===== src/rtl/xcore_if_gshare_ctrl.sv =====
// G-share front end: hashes fetch PC with speculative history into the counter table index,
// tracks in-flight predictions in order, and commits counter updates / history repair at write-back.
module xcore_if_gshare_ctrl #(
    parameter int GHR_W      = 10,
    parameter int FIFO_DEPTH = 8
) (
    input  logic             i_sys_clk,
    input  logic             i_sys_rst,
    input  logic             i_if_valid,
    input  logic [31:0]      i_if_pc,
    output logic             o_if_ready,
    output logic [GHR_W-1:0] o_bpu_addr,
    input  logic [1:0]       i_bim_bits,
    output logic             o_pred_taken,
    input  logic             i_wb_valid,
    input  logic             i_wb_taken,
    output logic             o_cmt_req,
    output logic             o_cmt_ghr,
    output logic [GHR_W-1:0] o_cmt_addr,
    output logic [1:0]       o_cmt_bits,
    output logic             o_mispredict
);
    localparam int PW = $clog2(FIFO_DEPTH);

    typedef struct packed {
        logic [GHR_W-1:0] idx;
        logic [1:0]       bits;
        logic             pred;
    } entry_t;

    entry_t           fifo [FIFO_DEPTH];
    entry_t           head;
    logic [PW:0]      wr_ptr, rd_ptr;
    logic [GHR_W-1:0] spec_ghr, arch_ghr;
    logic             empty, full, pop, mis, push;
    logic [1:0]       new_bits;
    logic             unused_pc;

    assign unused_pc = ^{i_if_pc[31:GHR_W+2], i_if_pc[1:0]};

    always_comb begin
        empty        = (wr_ptr == rd_ptr);
        full         = ((wr_ptr ^ rd_ptr) == {1'b1, {PW{1'b0}}});
        head         = fifo[rd_ptr[PW-1:0]];
        pop          = i_wb_valid & ~empty;
        mis          = pop & (head.pred != i_wb_taken);
        o_if_ready   = ~full & ~mis;
        push         = i_if_valid & o_if_ready;
        o_bpu_addr   = i_if_pc[GHR_W+1:2] ^ spec_ghr;
        o_pred_taken = i_bim_bits[1];
        new_bits     = head.bits;
        if (i_wb_taken) begin
            if (head.bits != 2'b11) new_bits = head.bits + 2'b01;
        end else begin
            if (head.bits != 2'b00) new_bits = head.bits - 2'b01;
        end
    end

    // Payload storage carries no reset; occupancy is defined purely by the pointers.
    always_ff @(posedge i_sys_clk) begin
        if (push) fifo[wr_ptr[PW-1:0]] <= '{idx: o_bpu_addr, bits: i_bim_bits, pred: o_pred_taken};
    end

    always_ff @(posedge i_sys_clk or posedge i_sys_rst) begin
        if (i_sys_rst) begin
            spec_ghr     <= '0;
            arch_ghr     <= '0;
            wr_ptr       <= '0;
            rd_ptr       <= '0;
            o_cmt_req    <= 1'b0;
            o_cmt_ghr    <= 1'b0;
            o_cmt_addr   <= '0;
            o_cmt_bits   <= '0;
            o_mispredict <= 1'b0;
        end else begin
            o_cmt_req    <= pop;
            o_mispredict <= mis;
            if (pop) begin
                o_cmt_ghr  <= mis;
                o_cmt_addr <= head.idx;
                o_cmt_bits <= new_bits;
                arch_ghr   <= {arch_ghr[GHR_W-2:0], i_wb_taken};
                rd_ptr     <= rd_ptr + 1'b1;
            end
            // A mispredict flushes every younger entry and rebuilds history from the committed path.
            if (mis) begin
                spec_ghr <= {arch_ghr[GHR_W-2:0], i_wb_taken};
                wr_ptr   <= rd_ptr + 1'b1;
            end else if (push) begin
                spec_ghr <= {spec_ghr[GHR_W-2:0], o_pred_taken};
                wr_ptr   <= wr_ptr + 1'b1;
            end
        end
    end
endmodule


===== config.mk =====
export PLATFORM = sky130hd
export DESIGN_NAME = xcore_if_gshare_ctrl
export DESIGN_NICKNAME = d
export VERILOG_FILES = /design/src/rtl/xcore_if_gshare_ctrl.sv
export SDC_FILE = /design/constraint.sdc
export NUM_CORES = 1
export LEC_CHECK = 0
export BUFFER_PORTS_ARGS = -buffer_cell sky130_fd_sc_hd__buf_4
export CAP_MARGIN = 20
export CELL_PAD_IN_SITES_DETAIL_PLACEMENT = 1
export CELL_PAD_IN_SITES_GLOBAL_PLACEMENT = 2
export CORE_AREA = 8 8 124 126
export CTS_BUF_LIST = sky130_fd_sc_hd__clkbuf_8
export DETAILED_ROUTE_END_ITERATION = 6
export DIE_AREA = 0 0 132 134
export PLACE_DENSITY = 0.77
export SLEW_MARGIN = 15
export SYNTH_ARGS = -nofsm -noshare
export SYNTH_HDL_FRONTEND = slang
export SYNTH_SLANG_ARGS = --single-unit
export TNS_END_PERCENT = 30

===== constraint.sdc =====
create_clock -name i_sys_clk -period 3.78 [get_ports i_sys_clk]
set_clock_uncertainty 0.2 [all_clocks]
set_input_delay 0.756 -clock i_sys_clk [delete_from_list [all_inputs] [get_ports i_sys_clk]]
set_output_delay 0.756 -clock i_sys_clk [all_outputs]
set_load 0.05 [all_outputs]

==> results of run 1 <==
[per-stage QoR]
step                hold WS [ps]  power (mW)
floorplan                    246        4.22
global placement             264        4.88
detailed placement           269        4.98
CTS                          289        6.19
global route                 326        6.44
finish                       282        6.09
[power by group through the flow]
stage	clock network [mW]	logic (mW)	registers, mW
floorplan	0	1.60	2.61
global route	1.28	2.66	2.50
CTS	1.22	2.51	2.46
finish	1.19	2.44	2.45
detailed placement	0	2.49	2.49
global placement	0	2.41	2.47
[Yosys cell counts, drive strengths merged]
library cell	number	share of area, %
xnor2	10	1.6
clkbuf	12	0.80
nor3	4	0.44
a221oi	1	0.16
a21o	1	0.13
inv	6	0.40
and2	1	0.11
a41oi	2	0.31
a21oi	6	0.53
o41ai	2	0.58
nand2	65	4.3
o21ai	15	1.3
ha	2	0.44
dfrtp	42	19
a31oi	10	1.1
edfxtp	96	51
nand3	3	0.27
buf	9	1.0
mux4	24	9.7
xor2	16	2.5
or3	1	0.20
mux2i	12	2.4
nor2	21	1.4
nand2b	3	0.33
mux2	1	0.27
[sequential cells by signal, indices dropped and copies added, names as in the netlist]
register / count
o_cmt_ghr: 1
fifo: 96
o_cmt_req: 1
wr_ptr: 4
o_cmt_addr: 10
arch_ghr: 9
o_mispredict: 1
rd_ptr: 4
o_cmt_bits: 2
spec_ghr: 10
[cell families (layout without fill, tap and decap cells)]
| family | count (synthesis) | in the layout |
|---|---|---|
| AO/OA/AOI/OAI | 37 | 37 |
| XOR/XNOR | 26 | 26 |
| adder cells (fa/ha/maj) | 2 | 2 |
| buffers and inverters | 27 | 96 |
| flip-flops | 138 | 138 |
| multiplexers | 37 | 37 |
| AND/OR/NAND/NOR | 98 | 98 |
[worst paths after layout]
kind                                       to  cells after the start          start  slack, ps
worst min-delay path            o_cmt_addr[7]                      2  o_cmt_addr[7]        280
worst max register to register     fifo[4][9]                      7      rd_ptr[0]        710
worst min register to register  o_cmt_addr[7]                      2  o_cmt_addr[7]        280
worst max-delay path               o_if_ready                      6      rd_ptr[0]        350
max in group asynchronous       o_cmt_addr[4]                      2      i_sys_rst       2440
min in group asynchronous       o_cmt_addr[9]                      2      i_sys_rst        330
[final cells by class]
cell class,count,share of cell area [%]
clock inverter,13,2.06
sequential,138,59.5
inverter,6,0.341
timing repair buffer,58,6.59
tap,180,3.41
multi-input combinational,200,24.1
clock buffer,19,3.96
[per-layer routing]
metal | wire length, um | vias up
li1 | - | 1447
met1 | 5230 | 1625
met2 | 6340 | 73
met3 | 568 | 16
met4 | 201 | 0
met5 | 0 | -
[worst register-to-register path: stages, from the launching register on]
cell and delay, ps:
dfrtp_1 530, mux4_2 550, mux2_4 330, mux2i_4 190, buf_4 320, nand3_1 190, nor3_1 170, buf_4 280
==> flow_metrics.env, run 1 <==
export IMPL_cts_setup_buffers=0
export IMPL_min_period_ps=3430
export IMPL_cts_resized=0
export IMPL_grt_use_met2_pct=24.8
export IMPL_layout_drive_gt1_share_pct=27.0
export IMPL_fmax_ghz=0.292
export IMPL_clk_latency_ps=440
export IMPL_n_antenna_cell=0
export IMPL_port_buffers=43
export IMPL_status="finished clean"
export IMPL_ys_warn_count=0
export IMPL_cp_arrival_ps=2470
export IMPL_multi_input_area_mm2=0.00159
export IMPL_cp_slowest_cell="mux4_2"
export IMPL_grt_max_degree=43
export IMPL_drv_slew=0
export IMPL_gr_total_overflow=0
export IMPL_detailed_place_hpwl_um=8000
export IMPL_internal_power_mw=3.71
export IMPL_cts_tree="built"
export IMPL_ff_latch_area_mm2=0.00393
export IMPL_first_pass_iters=4
export IMPL_rsz0062_at_grt="no"
export IMPL_wl_per_cell_um=20.1
export IMPL_drc=0
export IMPL_path_delay_family="multiplexers"
export IMPL_power_frac_comb_pct=40.1
export IMPL_max_clock_path_buffers=2
export IMPL_post_place_ws_ps=681
export IMPL_initial_core_util_pct=41.7
export IMPL_synth_compound_area_share_pct=4.15
export IMPL_p_per_area_mw_per_mm2=921
export IMPL_worstPathMaxFanout=6
export IMPL_final_cell_mix="edfxtp_1, nand2_1, buf_4, dfrtp_1, mux4_2"
export IMPL_fillers=1348
export IMPL_ctsHoldBuffers=0
export IMPL_fin_nets=462
export IMPL_routabilityCongestion=0.728
export IMPL_path_class="register to output port"
export IMPL_worstPathCellList="mux4_2, mux2_4, mux2i_4, inv_2, a21oi_1, buf_4"
export IMPL_cts_sinks=138
export IMPL_place_inst=582
export IMPL_postSynthAreaPerCell_um2=15.4
export IMPL_finalHoldViolCount=0
export IMPL_root_buffer="clkbuf_8"
export IMPL_final_period_utilization_pct=90.7
export IMPL_grt_util_met3_pct=4.26
export IMPL_io_pins=66
export IMPL_stdcell_count=614
export IMPL_via_per_inst=5.15
export IMPL_synthAdderAreaFrac_pct=0.444
export IMPL_worst_pin_slew_ps=961
export IMPL_path_clk_slew_ps=70
export IMPL_synth_top_family_by_area="multiplexers"
export IMPL_tns_ps=0
export IMPL_drv_cap=0
export IMPL_ant_nets=0
export IMPL_worst_path_buf_inv=2
export IMPL_numCtsBuffers=17
export IMPL_netlist_instances=365
export IMPL_ir_drop_v=0.000315
export IMPL_grt_pass1_vias=3541
export IMPL_switching_power_mw=2.38
export IMPL_use_met1_pct=17.5
export IMPL_die_area_mm2=0.0177
export IMPL_critPathRequiredTime_ps=2820
export IMPL_grt_usage_pct=14.9
export IMPL_ys_ff_latch=138
export IMPL_htreeDepth=4
export IMPL_die_w_um=132
export IMPL_grt_pass1_wl_um=19700
export IMPL_drt_total_wl_um=12300
export IMPL_antenna_found_initial=0
export IMPL_utilization_pct=48.9
export IMPL_pwr_share_clk_pct=19.6
export IMPL_slowest_delay_ps=550
export IMPL_critPathLaunchType="register"
export IMPL_synth_simple_area_share_pct=7.08
export IMPL_finalSetupViolations=0
export IMPL_holdCritPathClass="register to register"
export IMPL_area_growth_pct=17.2
export IMPL_vias=3161
export IMPL_swShare_pct=39.1
export IMPL_placed_area_mm2=0.00621
export IMPL_synth_mux_area_share_pct=12.3
export IMPL_maxSlewHeadroom_pct=35.9
export IMPL_finalInstanceArea_mm2=0.00661
export IMPL_drt_iter0_drc=135
export IMPL_synth_cell_type_count=32
export IMPL_syn_nets=406
export IMPL_synthXorXnorAreaFrac_pct=4.04
export IMPL_seq_area_frac_synth_pct=69.8
export IMPL_p_seq_share_pct=40.3
export IMPL_rows=43
export IMPL_core_area_mm2=0.0135
export IMPL_grt_busiest_layer="met2"
export IMPL_die_h_um=134
export IMPL_p_leak_nw=2.55
export IMPL_setup_ws_ps=350
export IMPL_syn_area_mm2=0.00564
export IMPL_layout_commonest_cell="edfxtp_1"
export IMPL_setup_worst_path_end_class="output port"
(Power assumes the default switching activity.)
==> run 2: changes to the inputs <==
--- a/config.mk
+++ b/config.mk
@@ -9,10 +9,10 @@
 export CAP_MARGIN = 20
 export CELL_PAD_IN_SITES_DETAIL_PLACEMENT = 1
 export CELL_PAD_IN_SITES_GLOBAL_PLACEMENT = 2
-export CORE_AREA = 8 8 124 126
+export CORE_AREA = 8 8 114 137
 export CTS_BUF_LIST = sky130_fd_sc_hd__clkbuf_8
 export DETAILED_ROUTE_END_ITERATION = 6
-export DIE_AREA = 0 0 132 134
+export DIE_AREA = 0 0 122 145
 export PLACE_DENSITY = 0.77
 export SLEW_MARGIN = 15
 export SYNTH_ARGS = -nofsm -noshare
==> run 2 against run 1 <==
Compared with the run above: sequential power barely moved; sequential share of layout area fell by 0.12 points; wire length rose by 2.2%; largest cell class unchanged; via count fell by 0.47%; non-clock buffer count rose by 2; global-route usage rose by 0.34 points; register-to-register slack barely moved; combinational power barely moved; flip-flop and latch count did not move; count of clock-buffer cells in the layout rose by 2; final area rose by 0.23%; cell count fell by 1.1%; critical endpoint unchanged.
==> flow_metrics.env, run 2 (synthesized netlist as in run 1, its figures left out) <==
export IMPL_drv_slew=0
export IMPL_drc=0
export IMPL_power_frac_comb_pct=40.2
export IMPL_swShare_pct=39.5
export IMPL_initial_core_util_pct=41.9
export IMPL_wl_per_cell_um=20.8
export IMPL_path_clk_slew_ps=70
export IMPL_clk_latency_ps=440
export IMPL_ff_latch_area_mm2=0.00394
export IMPL_ctsHoldBuffers=0
export IMPL_cts_setup_buffers=0
export IMPL_min_period_ps=3390
export IMPL_pwr_share_clk_pct=19.7
export IMPL_n_antenna_cell=0
export IMPL_cp_arrival_ps=2440
export IMPL_numCtsBuffers=17
export IMPL_ant_nets=0
export IMPL_tns_ps=0
export IMPL_cp_slowest_cell="mux4_2"
export IMPL_grt_util_met3_pct=4.11
export IMPL_antenna_found_initial=0
export IMPL_slowest_delay_ps=550
export IMPL_die_area_mm2=0.0177
export IMPL_reg2reg_depth=7
export IMPL_grt_use_met2_pct=25.5
export IMPL_critPathRequiredTime_ps=2820
export IMPL_grt_usage_pct=15.2
export IMPL_finalHoldViolCount=0
export IMPL_cts_tree="built"
export IMPL_p_leak_nw=2.54
export IMPL_core_area_mm2=0.0135
export IMPL_p_per_area_mw_per_mm2=924
export IMPL_gr_total_overflow=0
export IMPL_stdcell_count=607
export IMPL_worst_path_buf_inv=2
export IMPL_grt_busiest_layer="met2"
export IMPL_internal_power_mw=3.70
export IMPL_routabilityCongestion=0.772
export IMPL_layout_commonest_cell="edfxtp_1"
export IMPL_via_per_inst=5.18
export IMPL_grt_pass1_wl_um=19800
export IMPL_p_seq_share_pct=40.1
export IMPL_path_class="register to output port"
export IMPL_rsz0062_at_grt="no"
export IMPL_final_cell_mix="edfxtp_1, nand2_1, buf_4, dfrtp_1, mux4_2"
export IMPL_ir_drop_v=0.000369
export IMPL_max_clock_path_buffers=2
export IMPL_grt_pass1_vias=3510
export IMPL_path_delay_family="multiplexers"
export IMPL_cts_resized=0
export IMPL_fmax_ghz=0.295
export IMPL_detailed_place_hpwl_um=8230
export IMPL_holdCritPathClass="input port to asynchronous set/reset pin"
export IMPL_area_growth_pct=17.5
export IMPL_use_met1_pct=17.9
export IMPL_die_h_um=145
export IMPL_die_w_um=122
export IMPL_r2r_end="fifo[4][4]"
export IMPL_rows=47
export IMPL_critPathLaunchType="register"
export IMPL_port_buffers=43
export IMPL_io_pins=66
export IMPL_rrSetupSlack_ps=700
export IMPL_drt_iter0_drc=156
export IMPL_switching_power_mw=2.42
export IMPL_fin_nets=464
export IMPL_cts_sinks=138
export IMPL_maxSlewHeadroom_pct=50.2
export IMPL_worstPathCellList="mux4_2, mux2_4, mux2i_4, inv_2, a21oi_1, buf_4"
export IMPL_drt_total_wl_um=12600
export IMPL_layout_drive_gt1_share_pct=28.7
export IMPL_worstPathMaxFanout=9
export IMPL_largest_reg_flops=96
export IMPL_setup_worst_path_end_class="output port"
export IMPL_grt_max_degree=29
export IMPL_status="finished clean"
export IMPL_vias=3146
export IMPL_rr_startpoint="rd_ptr[0]"
export IMPL_worst_pin_slew_ps=745
export IMPL_first_pass_iters=4
export IMPL_p_total_mw=6.12
export IMPL_fillers=1322
export IMPL_final_period_utilization_pct=89.8
export IMPL_place_inst=575
export IMPL_htreeDepth=4
export IMPL_drv_cap=0
export IMPL_root_buffer="clkbuf_8"
export IMPL_finalSetupViolations=0
export IMPL_multi_input_area_mm2=0.00159
-- run 2: cell count changes in the layout (fill, tap and decap cells not counted), sizes merged --
cell,change
buf,+2
bufinv,-1
clkbuf,+2
clkinv,+1
clkinvlp,+3
inv,-5
-- run 2: layout make-up --
cell class,instances,share of cell area [%]
tap,171,3.23
inverter,6,0.340
multi-input combinational,200,24.1
sequential,138,59.4
clock buffer,21,4.36
clock inverter,11,1.79
timing repair buffer,60,6.80
-- run 2: worst max path at each step --
stage | from | to | depth (start not counted) | slack [ps]
2_1_floorplan | rd_ptr[0] | o_if_ready | 6 | 470
3_3_place_gp | rd_ptr[0] | fifo[4][8] | 7 | 790
3_5_place_dp | rd_ptr[0] | fifo[4][8] | 7 | 690
4_1_cts | rd_ptr[0] | o_if_ready | 6 | 330
5_1_grt | rd_ptr[0] | o_if_ready | 6 | 260
6_report | rd_ptr[0] | o_if_ready | 6 | 390
-- run 2: through the flow --
stage	utilization, %	hold slack (ps)	worst slack [ps]	cell area [um2]
after floorplan	-	246	467	5640
after global placement	46.2	263	786	6220
after detailed placement	46.2	271	693	6220
after CTS	49.2	194	333	6620
after global routing	49.2	228	264	6620
final	49.2	207	387	6620
-- run 2: worst register-to-register path: cells and delay by family (launching register included) --
family                 cells  cell delay (ps)
buffers and inverters      2              600
and+or+nand+nor            2              390
DFF                        1              510
muxes                      3             1060
-- run 2: routing by layer --
metal	wire length, um	share of wire, %
met5	0	0
met2	6610	52
met4	136	1.1
met3	414	3.3
met1	5450	43
-- run 2: power groups by stage --
stage	sequential [mW]	combinational, mW	clock [mW]
after floorplan	2.61	1.60	0
after global placement	2.47	2.42	0
after detailed placement	2.49	2.50	0
after CTS	2.46	2.51	1.24
after global routing	2.50	2.67	1.29
final	2.45	2.46	1.21
